File: src/rtl/err_metric_accum.sv
// err_metric_accum
//   Error-metric engine for approximate-multiplier characterisation. Scores a
//   stream of (exact, apprx) product pairs and accumulates error count,
//   signed/absolute error-distance sums, max absolute error and a fixed-point
//   relative-error sum. Software divides by the sample count to get
//   ER, MED, MNED and MRED.
//
// Ports
//   clk, rst_n          clock, async active-low reset
//   start, num_samples  start a run of num_samples pairs (IDLE/DONE only)
//   in_valid, in_ready  pair handshake
//   exact, apprx        reference and approximate products (unsigned)
//   busy, done          run status (done is a level held until next start)
//   sample_count        pairs accepted
//   err_count           pairs with exact != apprx
//   sum_ed_abs          sum |exact-apprx|
//   sum_ed_signed       two's-complement sum (exact-apprx)
//   max_ed              max |exact-apprx|
//   sum_re              sum floor((|exact-apprx| << FRAC) / exact)
//
// State    | meaning
// ---------+--------------------------------------------------------------
// S_IDLE   | waiting for start after reset
// S_ACCEPT | in_ready high, scoring pairs
// S_DIV    | serial divide of one relative-error term, in_ready low
// S_DONE   | run finished, results held, done high
module err_metric_accum #(
    parameter int W     = 16,
    parameter int CNT_W = 32,
    parameter int FRAC  = 16
) (
    input  logic                    clk,
    input  logic                    rst_n,
    input  logic                    start,
    input  logic [CNT_W-1:0]        num_samples,
    input  logic                    in_valid,
    output logic                    in_ready,
    input  logic [W-1:0]            exact,
    input  logic [W-1:0]            apprx,
    output logic                    busy,
    output logic                    done,
    output logic [CNT_W-1:0]        sample_count,
    output logic [CNT_W-1:0]        err_count,
    output logic [W+CNT_W-1:0]      sum_ed_abs,
    output logic [W+CNT_W:0]        sum_ed_signed,
    output logic [W-1:0]            max_ed,
    output logic [W+FRAC+CNT_W-1:0] sum_re
);

    localparam int DIV_N  = W + FRAC;
    localparam int CNT_DW = $clog2(DIV_N);

    typedef enum logic [1:0] {
        S_IDLE   = 2'd0,
        S_ACCEPT = 2'd1,
        S_DIV    = 2'd2,
        S_DONE   = 2'd3
    } state_t;

    state_t r_state;
    state_t w_state_nxt;

    logic [CNT_W-1:0]        r_num;
    logic [CNT_W-1:0]        r_sample_count;
    logic [CNT_W-1:0]        r_err_count;
    logic [W+CNT_W-1:0]      r_sum_ed_abs;
    logic [W+CNT_W:0]        r_sum_ed_signed;
    logic [W-1:0]            r_max_ed;
    logic [W+FRAC+CNT_W-1:0] r_sum_re;

    // serial divider state
    logic [W-1:0]            r_div;
    logic [W-1:0]            r_rem;
    logic [DIV_N-1:0]        r_dvd;
    logic [DIV_N-2:0]        r_quo;
    logic [CNT_DW-1:0]       r_cnt;

    logic                    w_start_ok;
    logic                    w_hs;
    logic [W-1:0]            w_ed;
    logic [W:0]              w_d;
    logic                    w_ed_nz;
    logic                    w_div_go;
    logic                    w_last_acc;
    logic                    w_div_end;
    logic [W:0]              w_rem_shift;
    logic                    w_qbit;
    logic [W-1:0]            w_rem_sub;
    logic [W-1:0]            w_rem_nxt;
    logic [DIV_N-1:0]        w_quo_final;

    assign w_start_ok = start & ((r_state == S_IDLE) | (r_state == S_DONE));
    assign w_hs       = in_valid & (r_state == S_ACCEPT);
    assign w_ed       = (exact >= apprx) ? (exact - apprx) : (apprx - exact);
    assign w_d        = {1'b0, exact} - {1'b0, apprx};
    assign w_ed_nz    = |w_ed;
    assign w_div_go   = w_ed_nz & (|exact);
    assign w_last_acc = (r_sample_count + CNT_W'(1)) == r_num;
    assign w_div_end  = (r_state == S_DIV) && (r_cnt == '0);

    // Restoring divide step. The shifted remainder is < 2*divisor, so when it
    // is >= divisor the true difference fits in W bits and the modular W-bit
    // subtraction is exact.
    assign w_rem_shift = {r_rem, r_dvd[DIV_N-1]};
    assign w_qbit      = w_rem_shift >= {1'b0, r_div};
    assign w_rem_sub   = w_rem_shift[W-1:0] - r_div;
    assign w_rem_nxt   = w_qbit ? w_rem_sub : w_rem_shift[W-1:0];
    assign w_quo_final = {r_quo, w_qbit};

    always_ff @(posedge clk or negedge rst_n) begin
        if (!rst_n) r_state <= S_IDLE;
        else        r_state <= w_state_nxt;
    end

    always_comb begin
        w_state_nxt = r_state;
        case (r_state)
            S_IDLE, S_DONE: begin
                if (start) w_state_nxt = (num_samples == '0) ? S_DONE : S_ACCEPT;
            end
            S_ACCEPT: begin
                if (w_hs) begin
                    if (w_div_go)        w_state_nxt = S_DIV;
                    else if (w_last_acc) w_state_nxt = S_DONE;
                end
            end
            S_DIV: begin
                // sample_count already includes the sample being divided
                if (w_div_end) w_state_nxt = (r_sample_count == r_num) ? S_DONE : S_ACCEPT;
            end
            default: w_state_nxt = S_IDLE;
        endcase
    end

    always_ff @(posedge clk or negedge rst_n) begin
        if (!rst_n) begin
            r_num           <= '0;
            r_sample_count  <= '0;
            r_err_count     <= '0;
            r_sum_ed_abs    <= '0;
            r_sum_ed_signed <= '0;
            r_max_ed        <= '0;
            r_sum_re        <= '0;
            r_div           <= '0;
            r_rem           <= '0;
            r_dvd           <= '0;
            r_quo           <= '0;
            r_cnt           <= '0;
        end else begin
            if (w_start_ok) begin
                r_num           <= num_samples;
                r_sample_count  <= '0;
                r_err_count     <= '0;
                r_sum_ed_abs    <= '0;
                r_sum_ed_signed <= '0;
                r_max_ed        <= '0;
                r_sum_re        <= '0;
            end

            if (w_hs) begin
                r_sample_count  <= r_sample_count + CNT_W'(1);
                r_err_count     <= r_err_count + {{(CNT_W-1){1'b0}}, w_ed_nz};
                r_sum_ed_abs    <= r_sum_ed_abs + {{CNT_W{1'b0}}, w_ed};
                r_sum_ed_signed <= r_sum_ed_signed + {{CNT_W{w_d[W]}}, w_d};
                if (w_ed > r_max_ed) r_max_ed <= w_ed;
                if (w_div_go) begin
                    r_div <= exact;
                    r_rem <= '0;
                    r_dvd <= {w_ed, {FRAC{1'b0}}};
                    r_quo <= '0;
                    r_cnt <= CNT_DW'(DIV_N - 1);
                end
            end

            if (r_state == S_DIV) begin
                r_rem <= w_rem_nxt;
                r_dvd <= {r_dvd[DIV_N-2:0], 1'b0};
                r_quo <= w_quo_final[DIV_N-2:0];
                r_cnt <= r_cnt - CNT_DW'(1);
                if (w_div_end) r_sum_re <= r_sum_re + {{CNT_W{1'b0}}, w_quo_final};
            end
        end
    end

    assign in_ready      = (r_state == S_ACCEPT);
    assign busy          = (r_state == S_ACCEPT) | (r_state == S_DIV);
    assign done          = (r_state == S_DONE);
    assign sample_count  = r_sample_count;
    assign err_count     = r_err_count;
    assign sum_ed_abs    = r_sum_ed_abs;
    assign sum_ed_signed = r_sum_ed_signed;
    assign max_ed        = r_max_ed;
    assign sum_re        = r_sum_re;

endmodule
File: config.mk
export PLATFORM = sky130hd
export DESIGN_NAME = err_metric_accum
export DESIGN_NICKNAME = d
export VERILOG_FILES = /design/src/rtl/err_metric_accum.sv
export SDC_FILE = /design/constraint.sdc
export NUM_CORES = 1
export LEC_CHECK = 0
export CORE_MARGIN = 5
export CORE_UTILIZATION = 55
export CTS_CLUSTER_DIAMETER = 60
export DETAILED_ROUTE_END_ITERATION = 6
export HOLD_SLACK_MARGIN = 0.1
export PLACE_DENSITY = 0.88
export SLEW_MARGIN = 20
export SYNTH_ARGS = -nofsm -noshare
export SYNTH_HDL_FRONTEND = slang
export SYNTH_SLANG_ARGS = --single-unit
File: constraint.sdc
create_clock -name clk -period 12.1 [get_ports clk]
set_clock_uncertainty 0.05 [all_clocks]
set_input_delay 2.42 -clock clk [delete_from_list [all_inputs] [get_ports clk]]
set_output_delay 2.42 -clock clk [all_outputs]
set_load 0.05 [all_outputs]
==> impl_metrics.tcl, run 1 <==
set metrics [dict create \
    outcome "finished, final reports clean" \
    slew_headroom 0.239 \
    cp_max_fo 26 \
    grt_antenna_before_repair 1 \
    postLayoutCoreUtil 0.659 \
    leakagePower_nw 13.6 \
    crit_path_end_kind "register" \
    cap_violations 0 \
    netlist_instances 2923 \
    yosysTopAreaCellShare 0.357 \
    crit_path_start_kind "input pin" \
    cts.sinks 359 \
    yosys_warnings 0 \
    root_buffer "clkbuf_16" \
    dp_hpwl_um 55500 \
    start_util 0.555 \
    critical_path_arrival_ns 8.72 \
    slew_viol_final 0 \
    fin_setup_tns_ns 0 \
    syn2layout_area_growth_pct 18.7 \
    final_area_um2 29800 \
    drc 0 \
    drt_iter0_drc 2213 \
    r2r_start "r_div[1]" \
    finalSetupViolCount 0 \
    htreeDepth 2 \
    reg2reg_slack_ns 6.05 \
    post-route-period-util 0.689 \
    cts_buffers 43 \
    cts_hold_buf 0 \
    max-clock-path-buffers 3 \
    first_pass_iters 6 \
    die_y_um 224 \
    place_area_um2 28400 \
    finalWirelength_um 77700 \
    grt_pass1_vias 23300 \
    synth_area_leader_cell "dfrtp_1" \
    yosysSeqAreaShare 0.357 \
    holdPathStages 2 \
    finalNetCount 3395 \
    finalCriticalPeriod_ns 8.34 \
    vias 23700 \
    ys_seq_elements 359 \
    grt_remaining_overflow 0 \
    criticalPathCategory "input pin to register" \
    grt_usage 0.299 \
    routabilityCongestion 0.965 \
    placeableCoreArea_um2 45300 \
    final_common_cell "nand2_1" \
    hold_path.class "register to register" \
    die_area_um2 50100 \
    ant_nets 0 \
    top_level_ports 312 \
    post-cts-setup-buffers 0 \
    async_reset_ff_frac 1.00 \
    die_x_um 224 \
    clock_latency_ns 0.58 \
    powerDensity_nw_per_um2 216 \
    netlist_area_um2 25100 \
    timing_worst_slew_pin_value_ns 1.14 \
    rr_worst_depth 22 \
    layout-drive-gt1-share 0.0493 \
    synth_area_leaders "dfrtp_1 36%, ha_1 8.4%, nand2_1 7.3%, o21ai_0 5.4%, mux2i_1 4.1%" \
    postCtsResizedCells 0 \
    timing.rr.end "sum_re[57]" \
    fmax_mhz 120 \
    grt_max_degree 154 \
    hold_end "r_div[2]" \
    row_count 78 \
    worstHoldStart "r_div[2]" \
    avgViaCountPerCell 6.27 \
    hold_viol 0 \
    ys_types 103 \
    rsz0062_at_grt "no" \
    ir_drop_uv 212 \
    yosys_most_used_dff "dfrtp_1" \
    final_cell_mix "488 x nand2_1, 359 x dfrtp_1, 310 x clkdlybuf4s50_1" \
    postSynthAreaPerCell_um2 8.60 \
    synth_nets 3166 \
    clkSlewWorstSetupHoldPaths_ns 0.06 \
    synth_edf_count 0 \
    cts_tree "built" \
    grt_pass1_wl_um 125000 \
    portBuffers 311 \
    post_drt_wl_per_cell_um 20.5 \
    required_ns 12.48 \
]
worst max-delay path: stages:
cell and delay [ns]:
clkdlybuf4s50_1 0.62, inv_1 0.14, ha_1 0.35, nor2b_2 0.17
o2111ai_1 0.28, nor4bb_2 0.36, o311ai_2 0.20, o21ai_4 0.65
o21ai_0 0.25, xnor2_1 0.45, ha_1 0.32, o21a_1 0.13
nor2_1 0.05, nor2_1 0.12, a221oi_1 0.14, o21ai_0 0.20
o211ai_1 0.18, a31oi_1 0.66, nand2_1 0.50, o211ai_1 0.37
o31ai_1 0.15
layout make-up:
type	count	area [um^2]
Timing Repair Buffer	326	3240
Antenna cell	1	2.50
Clock inverter	13	183
Sequential cell	359	8980
Inverter	141	529
Fill cell	3586	15400
Tap cell	600	751
Clock buffer	63	1290
Multi-Input combinational cell	2281	14900
how the worst max path moves through the flow:
stage,depth (start not counted),start,slack [ns],end
5_1_grt,20,exact[1],3.35,sum_ed_abs[43]
4_1_cts,20,exact[1],3.46,sum_ed_abs[46]
6_report,21,exact[1],3.76,sum_ed_abs[43]
2_1_floorplan,23,exact[0],4.74,sum_ed_signed[42]
3_5_place_dp,20,exact[1],2.97,sum_ed_abs[46]
3_3_place_gp,21,exact[4],3.39,sum_ed_signed[39]
cells in the mapped netlist, types with 6 or more instances:
cell type / count
a211oi_1: 12
a21o_1: 70
a21oi_1: 144
a22o_1: 22
a31o_2: 6
a31oi_1: 32
and2_1: 17
and3_1: 43
and4_1: 15
buf_1: 10
buf_2: 12
buf_6: 8
clkbuf_1: 87
clkbuf_8: 13
dfrtp_1: 359
fa_1: 6
ha_1: 169
inv_1: 141
mux2_2: 9
mux2i_1: 102
nand2_1: 492
nand2b_1: 25
nand3_1: 122
nand4_1: 51
nor2_1: 114
nor2b_1: 20
nor3_1: 42
nor4_1: 25
o2111ai_1: 9
o211ai_1: 44
o21a_1: 20
o21ai_0: 269
o21ai_1: 28
o21bai_1: 21
o31ai_1: 46
or2_2: 9
or3_1: 11
or4_1: 8
xnor2_1: 94
xor2_1: 72
stage by stage:
stage | hold WS, ns | total power, W | worst slack (ns) | instances
after global placement | 0.414 | 0.00491 | 3.39 | 3707
after global routing | 0.461 | 0.00685 | 3.35 | 3784
after CTS | 0.440 | 0.00642 | 3.46 | 3783
after floorplan | 0.398 | 0.00411 | 4.74 | 2923
final | 0.440 | 0.00646 | 3.76 | 3784
after detailed placement | 0.427 | 0.00501 | 2.97 | 3707
power by group:
group / internal [W] / switching [W]
Sequential: 0.00145 / 0.000265
Combinational: 0.00122 / 0.00216
Clock: 0.000827 / 0.000539
routing by layer:
layer  up-vias  GRT usage  part of all wire
met5         -          0                 0
met4         0      0.114             0.042
met3       213     0.0680             0.081
met2      1065      0.483              0.46
met1     11500      0.396              0.42
li1      10900          -                 -
cells by family after synthesis:
| group | share of synthesized area |
|---|---|
| and+or+nand+nor | 0.193 |
| AOI/OAI and AO/OA | 0.204 |
| DFF | 0.357 |
| buffers and inverters | 0.0540 |
| adders and majority gates | 0.0889 |
| xor gates and xnor gates | 0.0578 |
| muxes | 0.0452 |
flip-flops by register name, indices dropped and copies added (netlist names):
| name | cells |
|---|---|
| err_count | 32 |
| max_ed | 16 |
| r_cnt | 5 |
| r_div | 16 |
| r_dvd | 16 |
| r_num | 32 |
| r_quo | 31 |
| r_rem | 16 |
| r_state | 2 |
| sample_count | 32 |
| sum_ed_abs | 48 |
| sum_ed_signed | 49 |
| sum_re | 64 |
Power figures use the tool's default switching activity.
==> inputs of run 2 (changes only) <==
--- a/config.mk
+++ b/config.mk
@@ -6,11 +6,11 @@
 export NUM_CORES = 1
 export LEC_CHECK = 0
 export CORE_MARGIN = 5
-export CORE_UTILIZATION = 55
+export CORE_UTILIZATION = 52
 export CTS_CLUSTER_DIAMETER = 60
 export DETAILED_ROUTE_END_ITERATION = 6
 export HOLD_SLACK_MARGIN = 0.1
-export PLACE_DENSITY = 0.88
+export PLACE_DENSITY = 0.87
 export SLEW_MARGIN = 20
 export SYNTH_ARGS = -nofsm -noshare
 export SYNTH_HDL_FRONTEND = slang
==> constraint.sdc (replaced) <==
create_clock -name clk -period 7.3 [get_ports clk]
set_clock_uncertainty 0.05 [all_clocks]
set_input_delay 1.46 -clock clk [delete_from_list [all_inputs] [get_ports clk]]
set_output_delay 1.46 -clock clk [all_outputs]
set_load 0.05 [all_outputs]
==> run 2 against run 1 <==
Worst hold slack got worse by 0.010 ns. Register-to-register slack got worse by 4.2 ns. Sequential share of layout area fell by 0.27 points. Combinational power rose by 66%. Largest cell class unchanged.
==> impl_metrics.tcl, run 2 (synthesis gave the netlist of run 1 again) <==
set metrics [dict create \
    finalSetupViolCount 0 \
    final_cell_mix "488 x nand2_1, 359 x dfrtp_1, 310 x clkdlybuf4s50_1" \
    drc 0 \
    first_pass_iters 5 \
    grt_max_degree 118 \
    finalCriticalPeriod_ns 6.74 \
    cts.sinks 359 \
    root_buffer "clkbuf_16" \
    power_switching_w 0.00489 \
    slowest_delay_ns 0.54 \
    busiest_layer "met2" \
    clock_latency_ns 0.59 \
    largest_register_ffs 64 \
    criticalPathCategory "input pin to register" \
    fmax_mhz 148 \
    cts_buffers 45 \
    finalNetCount 3430 \
    clkPwrFrac 0.210 \
    rsz0062_at_grt "no" \
    cts_hold_buf 0 \
    worstHoldStart "r_div[5]" \
    critical_path_arrival_ns 7.14 \
    timing.rr.end "sum_re[57]" \
    pre_cts_ws_ns 0.138 \
    slew_headroom 0.268 \
    timing_worst_slew_pin_value_ns 1.10 \
    use_met1 0.372 \
    outcome "finished, final reports clean" \
    required_ns 7.70 \
    post-cts-setup-buffers 0 \
    start_util 0.527 \
    comb_power_share 0.525 \
    gr-usage-met2 0.432 \
    drt_iter0_drc 2138 \
    grtUsageMet3 0.0607 \
    leakagePower_nw 13.7 \
    rr_worst_depth 22 \
    cp_top_family "compound AO/OA/AOI/OAI gates" \
    syn2layout_area_growth_pct 19.8 \
    post-route-period-util 0.924 \
    r2r_start "r_div[1]" \
    top_level_ports 312 \
    cts_tree "built" \
    postCtsResizedCells 0 \
    numPlacedInstances 3755 \
    finalNonFillerCells 3834 \
    portBuffers 311 \
    ir_drop_uv 344 \
    vias 23300 \
    avgViaCountPerCell 6.09 \
    hold_viol 0 \
    path_buf_inv 4 \
    crit_path_end_kind "register" \
    pwr-share-seq 0.265 \
    die_area_um2 52800 \
    htreeDepth 2 \
    regArea_um2 8980 \
    grt_remaining_overflow 0 \
    grt_usage 0.274 \
    layout-drive-gt1-share 0.0590 \
    dp_hpwl_um 54000 \
    cap_violations 0 \
    die_y_um 230 \
    cp_max_fo 11 \
    routabilityCongestion 0.940 \
    row_count 80 \
    grt_antenna_before_repair 1 \
    crit_chain "clkdlybuf4s50_1 > inv_1 > ha_1 > o21ai_0 > o21ai_1 > nand4_1 > a31oi_1 > o21ai_0 > a21oi_1 > inv_1 > buf_4 > ha_1 > and3_1 > and3_1 > nor4b_1 > a211oi_2 > o32ai_2 > or4_1 > a31oi_1 > xor2_1 > o21ai_1" \
    num-fill-cells 3874 \
    post_drt_wl_per_cell_um 19.7 \
    multi_input_area_um2 14900 \
    final_common_cell "nand2_1" \
    hold_end "r_div[5]" \
    grt_pass1_wl_um 120000 \
    crit_slowest_cell "clkdlybuf4s50_1" \
    fin_setup_tns_ns 0 \
    powerDensity_nw_per_um2 356 \
    p_int_w 0.00582 \
    grt_pass1_vias 22400 \
    slew_viol_final 0 \
    max-clock-path-buffers 3 \
    ant_nets 0 \
    p_sw_frac 0.457 \
    crit_path_start_kind "input pin" \
    fin_ws_ns 0.557 \
    die_x_um 230 \
    holdPathStages 2 \
    clkSlewWorstSetupHoldPaths_ns 0.06 \
    placeableCoreArea_um2 47700 \
    hold_path.class "register to register" \
    reg2reg_slack_ns 1.85 \
    finalWirelength_um 75500 \
]
==> run 2: cell types whose count changed in the layout (fill, tap and decap cells not counted), moves of 2 or more <==
cell	change
inv_6	+5
clkinv_4	+3
clkbuf_1	+2
clkbuf_8	-5
inv_8	-2
buf_4	+33
==> run 2: per-stage QoR <==
stage / hold slack, ns / area, um^2 / total power [W] / utilization
2_1_floorplan: 0.398 / 25100 / 0.00681 / -
3_5_place_dp: 0.422 / 28600 / 0.00835 / 0.600
3_3_place_gp: 0.415 / 28600 / 0.00824 / 0.600
5_1_grt: 0.469 / 30100 / 0.0114 / 0.631
6_report: 0.430 / 30100 / 0.0107 / 0.631
4_1_cts: 0.436 / 30100 / 0.0107 / 0.630
==> run 2: cell type report <==
type                       instances  area share
sequential                       359       0.298
multi-input combinational       2281       0.494
antenna                            1   0.0000831
clock buffer                      60      0.0409
timing repair buffer             359       0.116
clock inverter                    18     0.00789
inverter                         141      0.0176
tap                              615      0.0256
==> run 2: metal layers <==
metal / wire length (um) / vias up / part of all wire
met2: 34100 / 899 / 0.45
met1: 32200 / 11300 / 0.43
met4: 3020 / 0 / 0.040
met5: 0 / - / 0
met3: 6080 / 193 / 0.081
li1: - / 11000 / -
==> run 2: power by group through the flow <==
stage | combinational [W] | sequential (W) | clock [W]
after floorplan | 0.00347 | 0.00334 | 0
after global placement | 0.00540 | 0.00284 | 0
after detailed placement | 0.00550 | 0.00285 | 0
after CTS | 0.00555 | 0.00283 | 0.00229
after global routing | 0.00613 | 0.00288 | 0.00237
final | 0.00562 | 0.00284 | 0.00225
==> run 2: worst max-delay path by stage <==
stage,startpoint,to,slack (ns),cells after the start
after floorplan,exact[0],sum_ed_signed[42],0.90,23
final,exact[4],sum_ed_signed[42],0.56,21
after detailed placement,exact[4],sum_ed_signed[42],0.14,21
after global placement,exact[4],sum_ed_signed[42],0.20,21
after CTS,exact[4],sum_ed_signed[42],0.76,21
after global routing,exact[1],sum_ed_abs[20],0.18,21
==> run 2: worst min-delay path, cell delays in order (launching register included) <==
cell	delay, ns
dfrtp_1	0.34
nand2_1	0.04
o21ai_0	0.06
